## config.mk

```make
export PLATFORM = sky130hd
export DESIGN_NAME = uart_rx_flat
export DESIGN_NICKNAME = d
export VERILOG_FILES = /design/src/rtl/uart_rx_if.sv /design/src/rtl/uart_rx.sv /design/src/flat_wrapper.sv
export SDC_FILE = /design/constraint.sdc
export NUM_CORES = 1
export LEC_CHECK = 0
export BUFFER_PORTS_ARGS = -buffer_cell sky130_fd_sc_hd__buf_2
export CORE_MARGIN = 2
export CORE_UTILIZATION = 51
export DETAILED_ROUTE_END_ITERATION = 8
export HOLD_SLACK_MARGIN = 0.02
export PLACE_DENSITY = 0.74
export SETUP_SLACK_MARGIN = 0.2
export SLEW_MARGIN = 5
export SYNTH_ARGS = -nofsm -noshare
export SYNTH_HDL_FRONTEND = slang
export SYNTH_SLANG_ARGS = --single-unit
```

## constraint.sdc

```tcl
create_clock -name clk_i -period 1.61 [get_ports clk_i]
set_clock_uncertainty 0.1 [all_clocks]
set_input_delay 0.0805 -clock clk_i [delete_from_list [all_inputs] [get_ports clk_i]]
set_output_delay 0.0805 -clock clk_i [all_outputs]
set_load 0.05 [all_outputs]
```

## src/rtl/uart_rx_if.sv

```systemverilog
// Receive-side bus of the UART receiver.
// Output handshake: there is no ready. rx_valid_o is a one-cycle pulse that
// marks the cycle rx_data_o takes a new word; rx_data_o then holds until the
// next valid frame. frame_err_o and parity_err_o are one-cycle pulses;
// parity_err_o only ever accompanies rx_valid_o, and frame_err_o never does.
interface uart_rx_if #(
    parameter int DATA_WIDTH = 8
);
    logic [DATA_WIDTH-1:0] rx_data_o;
    logic                  rx_valid_o;
    logic                  frame_err_o;
    logic                  parity_err_o;
    logic                  busy_o;
    logic [2:0]            dbg_state_o;  // receiver FSM state, for observation

    modport master (
        output rx_data_o,
        output rx_valid_o,
        output frame_err_o,
        output parity_err_o,
        output busy_o,
        output dbg_state_o
    );

    modport slave (
        input rx_data_o,
        input rx_valid_o,
        input frame_err_o,
        input parity_err_o,
        input busy_o,
        input dbg_state_o
    );
endinterface

```

## src/rtl/uart_rx.sv

```systemverilog
// UART serial receiver. Synchronises rx_i, qualifies the start bit at its
// centre, then samples data/parity/stop bits at mid-bit using the
// OVERSAMPLE-per-bit enable from the baud generator. Data is LSB-first.
module uart_rx #(
    parameter int DATA_WIDTH  = 8,
    parameter int OVERSAMPLE  = 16,
    parameter int SYNC_STAGES = 2,
    parameter int PARITY_EN   = 0,
    parameter int PARITY_ODD  = 0
) (
    input  logic      clk_i,
    input  logic      rst_ni,
    input  logic      baud_en_i,
    input  logic      rx_i,
    uart_rx_if.master bus
);
    localparam int TW = $clog2(OVERSAMPLE);
    localparam int BW = $clog2(DATA_WIDTH);

    localparam logic [TW-1:0] HALF_M1  = TW'(OVERSAMPLE / 2 - 1);
    localparam logic [TW-1:0] FULL_M1  = TW'(OVERSAMPLE - 1);
    localparam logic [BW-1:0] LAST_BIT = BW'(DATA_WIDTH - 1);
    localparam logic          PAR_ON   = (PARITY_EN != 0);
    localparam logic          PAR_ODD  = (PARITY_ODD != 0);

    typedef enum logic [2:0] {
        S_IDLE   = 3'd0,
        S_START  = 3'd1,
        S_DATA   = 3'd2,
        S_PARITY = 3'd3,
        S_STOP   = 3'd4
    } state_t;

    state_t                state;
    logic [SYNC_STAGES-1:0] sync_q;
    logic                  rx_s;
    logic                  rx_q;
    logic [TW-1:0]         tick_cnt;
    logic [BW-1:0]         bit_cnt;
    logic [DATA_WIDTH-1:0] shreg;
    logic                  parity_bad;

    logic [DATA_WIDTH-1:0] rx_data;
    logic                  rx_valid;
    logic                  frame_err;
    logic                  parity_err;
    logic                  busy;

    assign rx_s = sync_q[SYNC_STAGES-1];

    // Input synchroniser plus one delayed copy for falling-edge detection;
    // all flops reset to the idle-high line level.
    always_ff @(posedge clk_i or negedge rst_ni) begin
        if (!rst_ni) begin
            sync_q <= '1;
            rx_q   <= 1'b1;
        end else begin
            sync_q <= {sync_q[SYNC_STAGES-2:0], rx_i};
            rx_q   <= rx_s;
        end
    end

    // Receiver FSM: every transition also updates the registered busy flag,
    // and the result pulses default low each cycle.
    always_ff @(posedge clk_i or negedge rst_ni) begin
        if (!rst_ni) begin
            state      <= S_IDLE;
            tick_cnt   <= '0;
            bit_cnt    <= '0;
            shreg      <= '0;
            parity_bad <= 1'b0;
            rx_data    <= '0;
            rx_valid   <= 1'b0;
            frame_err  <= 1'b0;
            parity_err <= 1'b0;
            busy       <= 1'b0;
        end else begin
            rx_valid   <= 1'b0;
            frame_err  <= 1'b0;
            parity_err <= 1'b0;
            case (state)
                S_IDLE: begin
                    // Only a high-to-low transition starts a frame, so a
                    // line stuck low never retriggers.
                    if (rx_q && !rx_s) begin
                        state    <= S_START;
                        tick_cnt <= '0;
                        busy     <= 1'b1;
                    end
                end
                S_START: begin
                    if (baud_en_i) begin
                        if (tick_cnt == HALF_M1) begin
                            tick_cnt <= '0;
                            if (rx_s) begin
                                state <= S_IDLE;
                                busy  <= 1'b0;
                            end else begin
                                bit_cnt <= '0;
                                state   <= S_DATA;
                            end
                        end else begin
                            tick_cnt <= tick_cnt + TW'(1);
                        end
                    end
                end
                S_DATA: begin
                    if (baud_en_i) begin
                        if (tick_cnt == FULL_M1) begin
                            tick_cnt <= '0;
                            shreg    <= {rx_s, shreg[DATA_WIDTH-1:1]};
                            if (bit_cnt == LAST_BIT) begin
                                bit_cnt <= '0;
                                state   <= PAR_ON ? S_PARITY : S_STOP;
                            end else begin
                                bit_cnt <= bit_cnt + BW'(1);
                            end
                        end else begin
                            tick_cnt <= tick_cnt + TW'(1);
                        end
                    end
                end
                S_PARITY: begin
                    if (baud_en_i) begin
                        if (tick_cnt == FULL_M1) begin
                            tick_cnt   <= '0;
                            parity_bad <= (^shreg) ^ rx_s ^ PAR_ODD;
                            state      <= S_STOP;
                        end else begin
                            tick_cnt <= tick_cnt + TW'(1);
                        end
                    end
                end
                S_STOP: begin
                    if (baud_en_i) begin
                        if (tick_cnt == FULL_M1) begin
                            // Back to IDLE at stop-bit centre so a following
                            // start edge is caught without dead time.
                            tick_cnt <= '0;
                            state    <= S_IDLE;
                            busy     <= 1'b0;
                            if (rx_s) begin
                                rx_data    <= shreg;
                                rx_valid   <= 1'b1;
                                parity_err <= parity_bad & PAR_ON;
                            end else begin
                                frame_err <= 1'b1;
                            end
                        end else begin
                            tick_cnt <= tick_cnt + TW'(1);
                        end
                    end
                end
                default: begin
                    state    <= S_IDLE;
                    tick_cnt <= '0;
                    busy     <= 1'b0;
                end
            endcase
        end
    end

    assign bus.rx_data_o    = rx_data;
    assign bus.rx_valid_o   = rx_valid;
    assign bus.frame_err_o  = frame_err;
    assign bus.parity_err_o = parity_err;
    assign bus.busy_o       = busy;
    assign bus.dbg_state_o  = state;
endmodule

```

## src/flat_wrapper.sv

```systemverilog
// flat-port wrapper written by rule: the top's interface ports become plain ports
module uart_rx_flat 
#(
    parameter int DATA_WIDTH  = 8,
    parameter int OVERSAMPLE  = 16,
    parameter int SYNC_STAGES = 2,
    parameter int PARITY_EN   = 0,
    parameter int PARITY_ODD  = 0
)
  (clk_i, rst_ni, baud_en_i, rx_i, bus_rx_data_o, bus_rx_valid_o, bus_frame_err_o, bus_parity_err_o, bus_busy_o, bus_dbg_state_o);
  uart_rx_if #(.DATA_WIDTH(DATA_WIDTH)) bus_i ();
  input  logic clk_i;
  input  logic rst_ni;
  input  logic baud_en_i;
  input  logic rx_i;
  output wire logic [$bits(bus_i.rx_data_o)-1:0] bus_rx_data_o;
  output wire logic [$bits(bus_i.rx_valid_o)-1:0] bus_rx_valid_o;
  output wire logic [$bits(bus_i.frame_err_o)-1:0] bus_frame_err_o;
  output wire logic [$bits(bus_i.parity_err_o)-1:0] bus_parity_err_o;
  output wire logic [$bits(bus_i.busy_o)-1:0] bus_busy_o;
  output wire logic [$bits(bus_i.dbg_state_o)-1:0] bus_dbg_state_o;
  assign bus_rx_data_o = bus_i.rx_data_o;
  assign bus_rx_valid_o = bus_i.rx_valid_o;
  assign bus_frame_err_o = bus_i.frame_err_o;
  assign bus_parity_err_o = bus_i.parity_err_o;
  assign bus_busy_o = bus_i.busy_o;
  assign bus_dbg_state_o = bus_i.dbg_state_o;
  uart_rx #(.DATA_WIDTH(DATA_WIDTH), .OVERSAMPLE(OVERSAMPLE), .SYNC_STAGES(SYNC_STAGES), .PARITY_EN(PARITY_EN), .PARITY_ODD(PARITY_ODD)) u_core (.clk_i(clk_i), .rst_ni(rst_ni), .baud_en_i(baud_en_i), .rx_i(rx_i), .bus(bus_i));
endmodule
```

Yosys cells after proc, flatten, opt, wreduce, memory -nomap -nowiden. Cells that the tools add are included. Widths: inputs -> output; s select.

Register bits after elaboration: 32. Latch bits: 0. RAM bits: 0. Memory bits (read-only): 0. Input bits: 4. Output and inout bits: 15. Logic and storage cells: 85. Memories kept: 0.

$add $sub $neg: 2. Multipliers: 0. Divide/modulo/power cells: 0. Order comparisons: 0. Equality and inequality tests: 20. Shift operators: 0. Mux-type cells: 40. Bitwise logic cells: 1. Reduce and logical (&&, ||, !) cells: 12.

Operator list (count): $mux 3 (16); $mux 4 (5); $ne 2x1->1 const B (8); $pmux 3 s5 (1); $mux 1 (14); $pmux 4 s3 (1); $ne 2x2->1 const B (5); $reduce_and 10->1 (1); $reduce_and 7->1 (1); $eq 3x2->1 const B (2); $eq 3x3->1 const B (2); $pmux 3 s2 (1); $reduce_and 3->1 (2); $reduce_and 6->1 (1); $add 4x1->4 const B (1); $eq 4x3->1 const B (1); $eq 4x4->1 const B (1); $pmux 1 s4 (1); $reduce_and 4->1 (1); $add 3x1->3 const B (1); $eq 3x1->1 const B (1); $logic_not 3->1 (1); $reduce_or 3->1 (1); $mux 2 (1); other kinds (5) (5).

Longest topological paths before layout.
Depth after elaboration: 5. Gate-level depth with buffers: 6. Gate-level depth less buffers: 6.

Worst setup path after synthesis. OpenSTA, ideal clock, no wires.

Kind: register to register. Start: register u_core.state[0] (netlist: u_core.bus.dbg_state_o[0]). End: register u_core.bit_cnt[0]. Setup time: 125 ps. Arrival: 1713 ps. Data required time: 1385 ps. Setup slack: -328 ps. Cell stages (with the launch flop): 6. Buffers on the path: 1. Clock period less this slack: 1938 ps. Cell sequence: dfrtp_1 -> buf_8 -> nand2_2 -> o32a_2 -> nor3_4 -> mux2_4.

Longest elaborated chain between the ends: 3. Elaborated cells between the ends (all ways): 10. Classes of those cells: 7 x eq/ne; 1 x mux; 2 x reduce/logical.

Ends and longest elaborated chain: start: declaration (line uart_rx.sv:34) `state_t state;`; start signal: assignment (line uart_rx.sv:114) `state <= PAR_ON ? S_PARITY : S_STOP;`; $eq 3x2->1 or $eq 3x1->1 (tied branches) (line uart_rx.sv:81) `case (state)`; $ne 2x1->1 (no source line), or another cell as far along; $reduce_and 6->1 (no source line); end signal: assignment (line uart_rx.sv:116) `bit_cnt <= bit_cnt + BW'(1);`; end: declaration (line uart_rx.sv:39) `logic [BW-1:0] bit_cnt;`.

Several ways; a longest one is shown, not always the timed one. A chain may end at the register's enable or synchronous reset.

Worst setup path after layout.
Start: register u_core.state[1] (netlist: u_core.bus.dbg_state_o[1]). End: register u_core.shreg[5].

Longest elaborated chain between the ends: 2.

Ends and longest elaborated chain: $eq 3x2->1 (line uart_rx.sv:81); $reduce_and 3->1 (no source line); end signal: assignment (line uart_rx.sv:111) `shreg <= {rx_s, shreg[DATA_WIDTH-1:1]};`; end: declaration (line uart_rx.sv:40) `logic [DATA_WIDTH-1:0] shreg;`.

No other way between the ends.

==> impl_metrics.tcl <==
set metrics [dict create \
    status "finished, violations left" \
    violations "DRC, setup timing" \
    dpl_cell_area_sq_um 1830 \
    whs_path_depth 4 \
    path_class "register to register" \
    clk_path_buf_depth 2 \
    yosys-top-cells-area "dfrtp_1 (47%), mux2_4 (8.8%), dfstp_2 (5.1%)" \
    dieArea_sq_um 3480 \
    met2_usage_pct 35.1 \
    synth-edff-count 0 \
    post-route-period-util_pct 105 \
    drv_slew 0 \
    io_buffer_count 17 \
    synth_top_cell_by_area "dfrtp_1" \
    fin_total_pwr_uw 3170 \
    wl_um 3820 \
    yosysSeqAreaShare_pct 52.2 \
    n_antenna_cell 0 \
    grt_util_met1_pct 25.9 \
    start_util_pct 54.9 \
    core_sq_um 2810 \
    fin_area_sq_um 2200 \
    cts_tree "yes" \
    reg2regPathDepth 5 \
    drt-vias-per-instance 5.66 \
    cp.buffers_inverters 1 \
    fp-row-count 19 \
    hold_violations 0 \
    yosysUniqueCellTypes 42 \
    path_clk_slew_ns 0.11 \
    yosysTopAreaCellShare_pct 47.1 \
    r2r_slack_ns -0.08 \
    worstReg2RegEnd "u_core.shreg[5]" \
    cpLargestDelayFamily "flip-flops" \
    critPathMaxStageDelay_ns 0.51 \
    r2r_start "u_core.bus.dbg_state_o[1]" \
    rsz0062_at_grt "yes" \
    grt_max_degree 33 \
    grt_pass1_wl_um 5330 \
    drc_errors 1 \
    syn_inst 120 \
    arrival_ns 1.83 \
    drtIter0Drc 60 \
    hold_end "u_core.tick_cnt[2]" \
    critPathCaptureType "register" \
    min_path_type "primary input to register" \
    dp_hpwl_um 2200 \
    pin_count 19 \
    clock_latency_ns 0.35 \
    syn_area_sq_um 1540 \
    dp_slack_ns -0.0213 \
    route.vias.total 1177 \
    area_growth_syn_to_layout_pct 43.1 \
    worst_pin_slew_ns 0.701 \
    use_met3_pct 6.59 \
    fin_ws_ns -0.0815 \
    die-height_um 59.0 \
    crit_chain "buf_6 > nand2_4 > or2_4 > nor2_8 > mux2_4" \
    drv_cap 0 \
    power_density_nw_per_um2 1440 \
    track_usage_pct 21.1 \
    numCtsBuffers 5 \
    wl_per_cell_um 18.4 \
    num-nets-final 183 \
    antenna_found_initial 0 \
    first_pass_iters 6 \
    vdd_drop_max_mv 1.14 \
    grt.overflow.total 0 \
    h-tree-depth 2 \
    root_buffer "clkbuf_4" \
    gp_congestion 0.874 \
    first_global_vias 1128 \
    synth_flop_cell "dfrtp_1" \
    fmax_ghz 0.591 \
    ant_nets 0 \
    cp_max_fo 8 \
    drive_above_1_share_pct 61.0 \
    cts.sinks 32 \
    grt-busiest-layer "met2" \
    yosys_warnings 0 \
    min_period_ns 1.69 \
    postSynthAreaPerCell_sq_um 12.8 \
    min_from "baud_en_i" \
    crit_required_ns 1.75 \
    leakagePower_uw 0.00108 \
    setup_viol 13 \
    start_kind "register" \
    ys_ff_latch 32 \
    crit_slowest_cell "dfrtp_2" \
    post-route-util_pct 78.6 \
    async_flop_share_pct 100 \
    fp.dieW_um 59.0 \
    mappedNetlistNets 127 \
    slew_headroom_pct 53.3 \
]
==> routing by layer <==
layer,vias up,wire length [um]
met5,-,0
met4,0,81
met3,12,159
met2,35,1960
met1,590,1620
li1,540,-
==> report_power, final <==
part / internal [uW] / total (uW) / switching, uW
Clock: 323 / 629 / 305
Combinational: 750 / 1450 / 703
Sequential: 911 / 1080 / 174
Total: 1980 / 3170 / 1180
==> logic make-up (layout without fill, tap and decap cells) <==
group           count (synthesis)  in the layout  share of synthesized area, %
mux                            20             20                          16.6
other cells                     1              1                         0.243
compound gates                 19             19                          8.53
xor+xnor                        3              3                          1.71
flops                          32             32                          52.2
buf+inv                        11             67                          4.31
simple gates                   31             32                          14.0
fa+ha+maj                       3              3                          2.44
==> metrics by stage <==
step / std cells / hold WS (ns) / setup TNS, ns
3_5_place_dp: 182 / 0.0632 / -0.186
3_3_place_gp: 182 / 0.0576 / 0
4_1_cts: 198 / 0.132 / -0.0173
5_1_grt: 208 / 0.198 / -1.47
6_report: 208 / 0.172 / -0.703
2_1_floorplan: 120 / -0.315 / -1.96
==> state kept, by name (all words and copies together), names as in the netlist <==
name,cells
u_core.bus.rx_data_o,8
u_core.bus.frame_err_o,1
u_core.bit_cnt,3
u_core.bus.busy_o,1
u_core.bus.dbg_state_o,3
u_core.sync_q,2
u_core.bus.rx_valid_o,1
u_core.rx_q,1
u_core.shreg,8
u_core.tick_cnt,4
==> layout make-up <==
cell class	count	area, sq um
sequential	32	808
clock inverter	3	42.5
inverter	6	22.5
clock buffer	5	37.5
fill	159	601
multi-input combinational	78	842
timing repair buffer	53	413
tap	31	38.8
==> cell usage in the layout (no fill, tap or decap), types with 3 or more instances in the layout <==
master / n
clkbuf_4: 5
dfrtp_1: 26
nand2_1: 8
a21oi_1: 3
nor2_1: 3
buf_2: 14
buf_4: 26
inv_1: 4
dfstp_2: 3
mux2i_1: 3
buf_6: 10
mux2_4: 17
dfrtp_2: 3
==> worst max path at each step <==
stage | start | end | slack (ns) | cells after the start
after floorplan | u_core.bus.dbg_state_o[1] | u_core.shreg[0] | -0.18 | 5
after global routing | u_core.bus.dbg_state_o[1] | u_core.shreg[6] | -0.12 | 5
final | u_core.bus.dbg_state_o[1] | u_core.shreg[5] | -0.08 | 5
after global placement | u_core.rx_q | u_core.tick_cnt[3] | 0.0005 | 5
after detailed placement | u_core.rx_q | u_core.tick_cnt[3] | -0.02 | 5
after CTS | u_core.bus.dbg_state_o[1] | u_core.tick_cnt[0] | -0.007 | 6
==> Yosys cell counts (all sizes together), types with 4 or more instances <==
cell type / number
nand2: 10
inv: 6
o21ai: 5
dfrtp: 29
nor2: 6
nor3: 5
buf: 5
a21oi: 4
mux2: 17
==> timing repair <==
action	4_1_cts	5_1_grt
setup buffers	5	10
endpoints found under the setup margin	28	29
cloned	1	0
resized for setup	13	25
hold endpoints to repair	30	0
pin swaps	5	8
hold buffers	2	0
==> worst reg2reg max path, stage by stage, from the launching register on <==
cell and delay, ns:
dfrtp_2 0.51, buf_6 0.14, nand2_4 0.05, or2_4 0.26, nor2_8 0.20, mux2_4 0.32
(Power assumes the default switching activity.)
